--- config.mk ---
export PLATFORM = sky130hd
export DESIGN_NAME = ifu
export DESIGN_NICKNAME = d
export VERILOG_FILES = /design/src/rtl/ifu.sv
export SDC_FILE = /design/constraint.sdc
export NUM_CORES = 1
export LEC_CHECK = 0
export CORE_ASPECT_RATIO = 0.5
export CORE_MARGIN = 2
export CORE_UTILIZATION = 55
export CTS_CLUSTER_SIZE = 40
export DETAILED_ROUTE_END_ITERATION = 10
export GPL_TIMING_DRIVEN = 0
export PLACE_DENSITY = 0.94
export REMOVE_ABC_BUFFERS = 1
export SETUP_SLACK_MARGIN = 0.2
export SYNTH_ARGS = -nofsm -noshare
export SYNTH_HDL_FRONTEND = slang
export SYNTH_SLANG_ARGS = --single-unit
--- constraint.sdc ---
create_clock -name clk -period 6.2 [get_ports clk]
set_input_delay 0.62 -clock clk [delete_from_list [all_inputs] [get_ports clk]]
set_output_delay 0.62 -clock clk [all_outputs]
set_load 0.1 [all_outputs]
--- src/rtl/ifu.sv ---
// ifu: instruction fetch unit for the single-cycle NPC core.
// Owns the program counter and drives it into a combinational instruction
// memory. Each {pc, inst} pair is captured into a 2-entry fetch queue and
// handed to decode over a valid/ready handshake. Redirects from execute
// flush the queue. A misaligned target or an ebreak word halts fetch.
//
// Ports:
//   clk, rst_n          clock, synchronous active-low reset
//   imem_pc   (out)     fetch address to instruction memory
//   imem_inst (in)      instruction word for imem_pc, same cycle
//   redirect_valid/pc   one-cycle redirect request and its target
//   out_valid/ready     handshake to decode for the queue head
//   out_pc/inst         head entry payload
//   out_misaligned      head entry is a misaligned-fetch fault
//   halted              fetch is stopped until the next redirect or reset
module ifu #(
  parameter logic [31:0] RESET_PC    = 32'h8000_0000,
  parameter logic [31:0] NOP_INST    = 32'h0000_0013,
  parameter logic [31:0] EBREAK_INST = 32'h0010_0073
) (
  input  logic        clk,
  input  logic        rst_n,
  output logic [31:0] imem_pc,
  input  logic [31:0] imem_inst,
  input  logic        redirect_valid,
  input  logic [31:0] redirect_pc,
  output logic        out_valid,
  input  logic        out_ready,
  output logic [31:0] out_pc,
  output logic [31:0] out_inst,
  output logic        out_misaligned,
  output logic        halted
);

  localparam int unsigned XLEN   = 32;
  localparam int unsigned QDEPTH = 2;
  localparam int unsigned CNT_W  = 2;

  localparam logic [0:0] ST_RUN  = 1'b0;
  localparam logic [0:0] ST_HALT = 1'b1;

  logic [0:0]      r_state;
  logic [0:0]      w_state_nxt;
  logic [XLEN-1:0] r_fetch_pc;
  logic [XLEN-1:0] w_fetch_pc_nxt;

  logic [XLEN-1:0] r_q_pc   [QDEPTH];
  logic [XLEN-1:0] r_q_inst [QDEPTH];
  logic            r_q_mis  [QDEPTH];
  logic            r_head;
  logic            r_tail;
  logic [CNT_W-1:0] r_count;

  logic            w_deq;
  logic            w_enq;
  logic            w_misaligned;
  logic            w_ebreak;
  logic [XLEN-1:0] w_enq_inst;

  // Handshake and enqueue qualification; a full queue may still accept
  // when the head leaves in the same cycle.
  assign w_deq        = out_valid & out_ready;
  assign w_enq        = (r_state == ST_RUN) & ~redirect_valid &
                        ((r_count < CNT_W'(QDEPTH)) | w_deq);
  assign w_misaligned = (r_fetch_pc[1:0] != 2'b00);
  assign w_ebreak     = ~w_misaligned & (imem_inst == EBREAK_INST);
  assign w_enq_inst   = w_misaligned ? NOP_INST : imem_inst;

  // Fetch FSM state register.
  always_ff @(posedge clk) begin
    if (!rst_n) begin
      r_state    <= ST_RUN;
      r_fetch_pc <= RESET_PC;
    end else begin
      r_state    <= w_state_nxt;
      r_fetch_pc <= w_fetch_pc_nxt;
    end
  end

  // Next state and next fetch address; redirect takes priority over
  // anything the current fetch would have done.
  always_comb begin
    w_state_nxt    = r_state;
    w_fetch_pc_nxt = r_fetch_pc;
    if (redirect_valid) begin
      w_state_nxt    = ST_RUN;
      w_fetch_pc_nxt = redirect_pc;
    end else if (w_enq) begin
      if (w_misaligned) begin
        w_state_nxt = ST_HALT;
      end else begin
        w_fetch_pc_nxt = r_fetch_pc + 32'd4;
        if (w_ebreak) begin
          w_state_nxt = ST_HALT;
        end
      end
    end
  end

  // Fetch queue; a flush only resets pointers, stale storage is never
  // visible because out_valid is low until the next enqueue.
  always_ff @(posedge clk) begin
    if (!rst_n) begin
      for (int unsigned i = 0; i < QDEPTH; i++) begin
        r_q_pc[i]   <= '0;
        r_q_inst[i] <= '0;
        r_q_mis[i]  <= 1'b0;
      end
      r_head  <= 1'b0;
      r_tail  <= 1'b0;
      r_count <= '0;
    end else if (redirect_valid) begin
      r_head  <= 1'b0;
      r_tail  <= 1'b0;
      r_count <= '0;
    end else begin
      if (w_enq) begin
        r_q_pc[r_tail]   <= r_fetch_pc;
        r_q_inst[r_tail] <= w_enq_inst;
        r_q_mis[r_tail]  <= w_misaligned;
        r_tail           <= ~r_tail;
      end
      if (w_deq) begin
        r_head <= ~r_head;
      end
      r_count <= r_count + CNT_W'(w_enq) - CNT_W'(w_deq);
    end
  end

  // All outputs decode directly from registers.
  assign imem_pc        = r_fetch_pc;
  assign out_valid      = (r_count != '0);
  assign out_pc         = r_q_pc[r_head];
  assign out_inst       = r_q_inst[r_head];
  assign out_misaligned = r_q_mis[r_head];
  assign halted         = (r_state == ST_HALT);

endmodule

=== Word level (Yosys, flattened, before mapping) ===
Memories as Yosys holds them, arrays and structs flattened. A register that Yosys moved wholly into a read port is not among the register bits.
Cells that the tools add are included.

* Flip-flop bits (word level): 37
* Memory bits (writable): 130
* Input bits: 68
* Output and inout port bits: 99
* Word-level logic and storage cells: 61
* Memories kept: 3

* Add/subtract/negate cells: 3
* Magnitude comparators: 1
* Eq/ne operators: 2
* Mux-type cells: 26
* Bitwise logic cells: 11
* Reductions and logical operators: 10

{| class="wikitable"
|+ Memories
! memory !! words !! width !! read ports !! clocked after memory_dff !! wr ports !! line !! RTL
|-
| r_q_inst || 2 || 32 || 1 || 1 || 2 || 48 || <nowiki>logic [XLEN-1:0] r_q_inst [QDEPTH];</nowiki>
|-
| r_q_pc || 2 || 32 || 1 || 1 || 2 || 47 || <nowiki>logic [XLEN-1:0] r_q_pc [QDEPTH];</nowiki>
|-
| r_q_mis || 2 || 1 || 1 || 1 || 2 || 49 || <nowiki>logic r_q_mis [QDEPTH];</nowiki>
|}

{| class="wikitable"
|+ Operators by type and width
! kind !! number
|-
| 32-bit two-way mux || 6
|-
| 32-bit OR reduction || 2
|-
| 32-bit by 3-bit adder with 32-bit output (second input constant) || 1
|-
| 32-bit by 21-bit == test with 1-bit output (second input constant) || 1
|-
| 1-bit two-way mux || 20
|-
| 2-bit nonzero test || 4
|-
| 1-bit inverter || 6
|-
| 1-bit AND || 4
|-
| 2-bit AND reduction || 2
|-
| 2-bit by 1-bit adder with 2-bit output || 1
|-
| 2-bit < comparator (second input constant) || 1
|-
| 2-bit != test (second input constant) || 1
|-
| 2-bit OR reduction || 1
|-
| 2-bit by 1-bit subtractor with 2-bit output || 1
|-
| 1-bit bitwise OR || 1
|-
| 1-bit OR reduction || 1
|}

=== Logic depth before layout (Yosys ltp) ===
* Depth in word-level cells: 10
* Mapped depth: 8
* Mapped depth without buffers: 8

=== Least setup slack after synthesis ===
OpenSTA, ideal clock, no wires.

* Path kind: reg-to-reg
* Start: register r_state, in the netlist halted
* End: memory r_q_inst[1][0] (enable)
* Setup time: 0.688 ns
* Arrival time: 2.756 ns
* Required time: 5.512 ns
* Slack: 2.755 ns
* Stages on the path, launching flop included: 5
* Path buffers: 1
* Clock period less this slack: 3.445 ns
* Cell sequence: dfxtp_1 -> nor2_1 -> nand3_1 -> clkbuf_1 -> nand2_1

{| class="wikitable"
|+ RTL lines
! item !! line !! RTL
|-
| start: declaration || 42 || <nowiki>logic [0:0] r_state;</nowiki>
|-
| start signal: assignment || 75 || <nowiki>r_state <= w_state_nxt;</nowiki>
|-
| end: declaration || 48 ||
|}

==> metrics <==
status finished, final reports clean; H-tree Lvls 4; DR vias/cell 5.53; GRT overflow 0; worst skew pair latency 420 ps; total CTS buffers 17; startpoint types primary input; # IOs 167; number of remaining DRC errors 0; placement row count 30; Core Area 0.0135 mm^2; clock sink total 168; area share of xor/xnor cells in the synthesized design 0.0368; post-synth top area cell edfxtp_1; top cells by count, synth 128 x edfxtp_1, 112 x and2_1, 65 x mux2_2, 40 x dfxtp_1; dpl cell area 0.00940 mm^2; multi-input logic area 0.00279 mm^2; hold path depth 2; ant diodes 0; clock slew at reported path FFs 60 ps; Synthesis Warnings 0; maxcap violations 0; Die H 87.2 um; Mapped Area 0.00761 mm^2; Tmin final 3920 ps; RSZ-0062 raised after global routing false; average footprint of a synthesized cell 12.4 um^2; # setup viols final 0; setup bufs post-CTS 0; Synth Register Bits 168; Seq/Total Area, Yosys 0.611; initial antenna violation count 0; top-count cell post-synth edfxtp_1; Total Neg Setup Slack 0 ps; Hold Path Class reg -> reg; peak supply drop 0.200 mV; main area contributors after synthesis edfxtp_1 51%, dfxtp_1 11%, mux2_2 9.6%; Simple-Gate Fraction of Synth Area 0.182; mux contribution to synthesized area 0.101; Area Overhead vs Synth 31.2%; worst-margin pin slew 1410 ps; cell total after placement 921; PwrDens 306 mW/mm^2; Leak 3.66 nW; clock buffer depth 2; Required @ worst endpoint 6230 ps; Finished Layout Cells 954; Antenna Nets Post-Route 0; crit path DAT 3950 ps; full die area 0.0148 mm^2; Starting Density 0.563; Relative slew margins 0.0576; wire per inst 18.8 um; Setup Crit Path Kind in -> reg; Max Fclk 0.255 GHz; Final period util 0.633; Cells after Synth 614; DRT iter0 DRCs 296; pin count of the biggest net entering global routing 66; post-route cell area 0.00998 mm^2; vias 5277; DIE WIDTH 170 um; pre-CTS setup slack 1520 ps; distinct cell type count after synthesis 39; cts hold-fix bufs 0; RD Place Congestion 0.792; largest family of logic cells by synthesized area simple AND/OR/NAND/NOR gates; EDFF count, synth 128; post-synthesis async set-or-reset flop share 0; Post-Synth Adder-Cell Area 0.00493; Total Routed Length 17.9 mm; share of cells above drive strength 1 0.149; Slew Limit Fails 0; Seq. cell area 0.00465 mm^2; Final Worst Setup Slack 2280 ps; Compound-Gate Fraction of Synth Area 0.0388; Synth top area share 0.505; Final Hold Violating Endpoints 0; IO Port Bufs 166; R2R cell count 4; GRT Overall Usage 0.242; fin nets 836; # resized after CTS 0; ys flop type edfxtp_1; first-pass GRT wire length 27.5 mm; CTS tree done; vias in the first global route 5361; Tot Pwr 3.06 mW; CP Capture Type flip-flop; # fillers 876; worst-case clock skew 15.9 ps; Root Buffer clkbuf_16; 1st-pass router iterations 5; CP max FO 64; DP Wirelength 11.3 mm
[per-stage QoR]
stage          hold slack, ps   util
2_1_floorplan             444      -
3_3_place_gp              460  0.690
3_5_place_dp              461  0.696
4_1_cts                   483  0.737
5_1_grt                   513  0.739
6_report                  481  0.739
[sequential cells by signal, indices dropped and copies added, names as in the netlist, named ones only]
name,cells
halted,1
imem_pc,32
r_count,2
r_head,1
r_q_inst,64
r_q_mis,2
r_q_pc,64
r_tail,1
[final timing paths]
check / startpoint / to / slack, ps
max: rst_n / r_q_inst[1][7] / 2280
min: r_q_mis[1] / r_q_mis[1] / 480
max reg2reg: r_count[1] / r_q_inst[1][7] / 3490
min reg2reg: r_q_mis[1] / r_q_mis[1] / 480
[final cells by class]
| class | instances | area share |
|---|---|---|
| Clock buffer | 19 | 0.0434 |
| Clock inverter | 13 | 0.0122 |
| Inverter | 9 | 0.00338 |
| Multi-Input combinational cell | 399 | 0.280 |
| Sequential cell | 168 | 0.466 |
| Tap cell | 176 | 0.0221 |
| Timing Repair Buffer | 170 | 0.173 |
[kinds of logic after synthesis]
family | Yosys count
AOI/OAI and AO/OA | 57
xor gates and xnor gates | 32
adders and majority gates | 3
buffers and inverters | 47
DFF | 168
muxes | 69
and+or+nand+nor | 238
[power by group]
group | leakage, nW | switching [mW] | internal, mW
Clock | 0.262 | 0.452 | 0.558
Sequential | 1.69 | 0.0433 | 1.29
Combinational | 1.71 | 0.525 | 0.194
[layout by cell type (no fill, tap or decap), types with 11 or more instances in the layout]
cell type and count:
a21oi_1 27, and2_1 112, clkbuf_16 17, clkdlybuf4s50_1 166, dfxtp_1 39, edfxtp_1 128, mux2_2 65, nand2_1 20
nor2_1 32, nor3_1 15, nor4_1 11, o21ai_0 28, xnor2_1 27
[critical path, stage by stage]
cell             delay (ps)
clkdlybuf4s50_1        1400
nor2b_1                 340
nand3_1                 590
nand2_4                 950
[routing by layer]
layer | vias up | part of all wire | GRT usage
met5 | - | 0 | 0
met4 | 0 | 0.024 | 0.100
met3 | 40 | 0.061 | 0.0441
met2 | 221 | 0.50 | 0.426
met1 | 2540 | 0.42 | 0.300
li1 | 2476 | - | -
No activity file was read; power rests on OpenSTA's default activity.
==> RTL change: new RTL, config.mk and constraints unchanged <==
Set the localparam `CNT_W` to 3 (it was 2).
--- a/src/rtl/ifu.sv
+++ b/src/rtl/ifu.sv
@@ -35,5 +35,5 @@
   localparam int unsigned XLEN   = 32;
   localparam int unsigned QDEPTH = 2;
-  localparam int unsigned CNT_W  = 2;
+  localparam int unsigned CNT_W  = 3;
 
   localparam logic [0:0] ST_RUN  = 1'b0;
Behaviour: no difference found for any inputs over 4 cycles, from zero or initial values and one cycle with rst_n low; that may be too few to reach the edited logic, so the function may still have changed.
==> RTL change against the original RTL <==
  * Area after synthesis increased by 1.5%
  * Register-to-register slack got worse by 20 ps
  * Sequential cell count rose by 1
  * Largest power group unchanged
  * Die area rose by 1.5%
  * Design area rose by 2.8%
  * Largest cell class unchanged
  * Power increased by 6.1%
  * Routed wire length up 12%
  * Critical endpoint is now imem_pc[28]
  * Worst setup slack better by 280 ps
==> RTL change: results (changes against the original RTL) <==
stage	metric	value	unit	change
synth	Seq/Total Area, Yosys	60.38	%	-0.67 points
setup_path	crit-path max FO	25		-61%
status	outcome	completed		
pwr	leak pwr	3.719	nW	+1.6%
synth	Commonest cells post-synth	edfxtp_1, and2_1, mux2_2		
global_route	met2 Track Usage GR	45.86	%	+3.3 points
placement	Post-DP Area	9668	um2	+2.9%
global_route	vias in the first global route	5781		+7.8%
pwr	Worst VDD drop	0.0001904	V	-4.7%
synth	top post-synthesis cells by area	edfxtp_1, dfxtp_1, mux2_2		
timing	Max-Slew Margin vs Limit	12.30	%	+6.5 points
pwr	combinational power	0.825	mW	+15%
synth	Synth Area per Inst	12.28	um2	-0.88%
global_route	routing usage on met3	5.287	%	+0.88 points
synth	multiplexer share of the synthesized area	9.718	%	-0.43 points
synth	Synth Area in Compound Gates	6.835	%	+3.0 points
synth	synthesized area	7725	um2	+1.5%
synth	xor/xnor share of the synthesized area	1.247	%	-2.4 points
pwr	P_sw	1.094	mW	+7.2%
setup_path	Reg-to-Reg Start	imem_pc[2]		
pwr	Power Dens Cells	316.1	nW/um2	+3.1%
placement	DP HPWL	12.82	mm	+14%
layout	fraction of layout cells with a size suffix above 1	15.67	%	+0.76 points
placement	pre-CTS setup slack	2257	ps	+737.8 ps
global_route	pin count of the biggest net entering global routing	67		+1.5%
setup_path	Critical path origin	redirect_valid		
setup_path	r2r endpoint	imem_pc[28]		
global_route	gr usage total	27.01	%	+2.8 points
route	WL final	20.05	mm	+12%
synth	Synth cell types	50		+28%
setup_path	Reg2Reg Depth	6		+2
route	via count	5815		+10%
timing	clk_skew	9.306	ps	-6.615 ps
[RTL change: changes by cell type after synthesis, moves of 5 or more]
cell / unedited run / this run
a21oi_1: 27 / 17
nor3_1: 16 / 6
xnor2_1: 27 / 6
o211ai_1: 0 / 9
a31oi_1: 0 / 9
o31a_1: 0 / 5
nand2_1: 22 / 31
inv_1: 9 / 14
o21ai_0: 28 / 20
nand4_1: 3 / 11
nand3_1: 8 / 18
nor2b_1: 5 / 0
clkbuf_1: 34 / 25
[RTL change: area by class of cell]
class,count,area [um2]
Sequential cell,169,4668
Fill cell,828,3361
Multi-Input combinational cell,413,2898
Timing Repair Buffer,176,1813
Clock buffer,22,475.5
Tap cell,192,240.2
Clock inverter,10,117.6
Inverter,14,52.55
[RTL change: routing by layer]
metal	wire [um]	part of all wire, %	vias up
met5	0	0	-
met4	522	2.6	0
met3	1587	7.9	52
met2	9983	50	311
met1	7952	40	2837
li1	-	-	2615
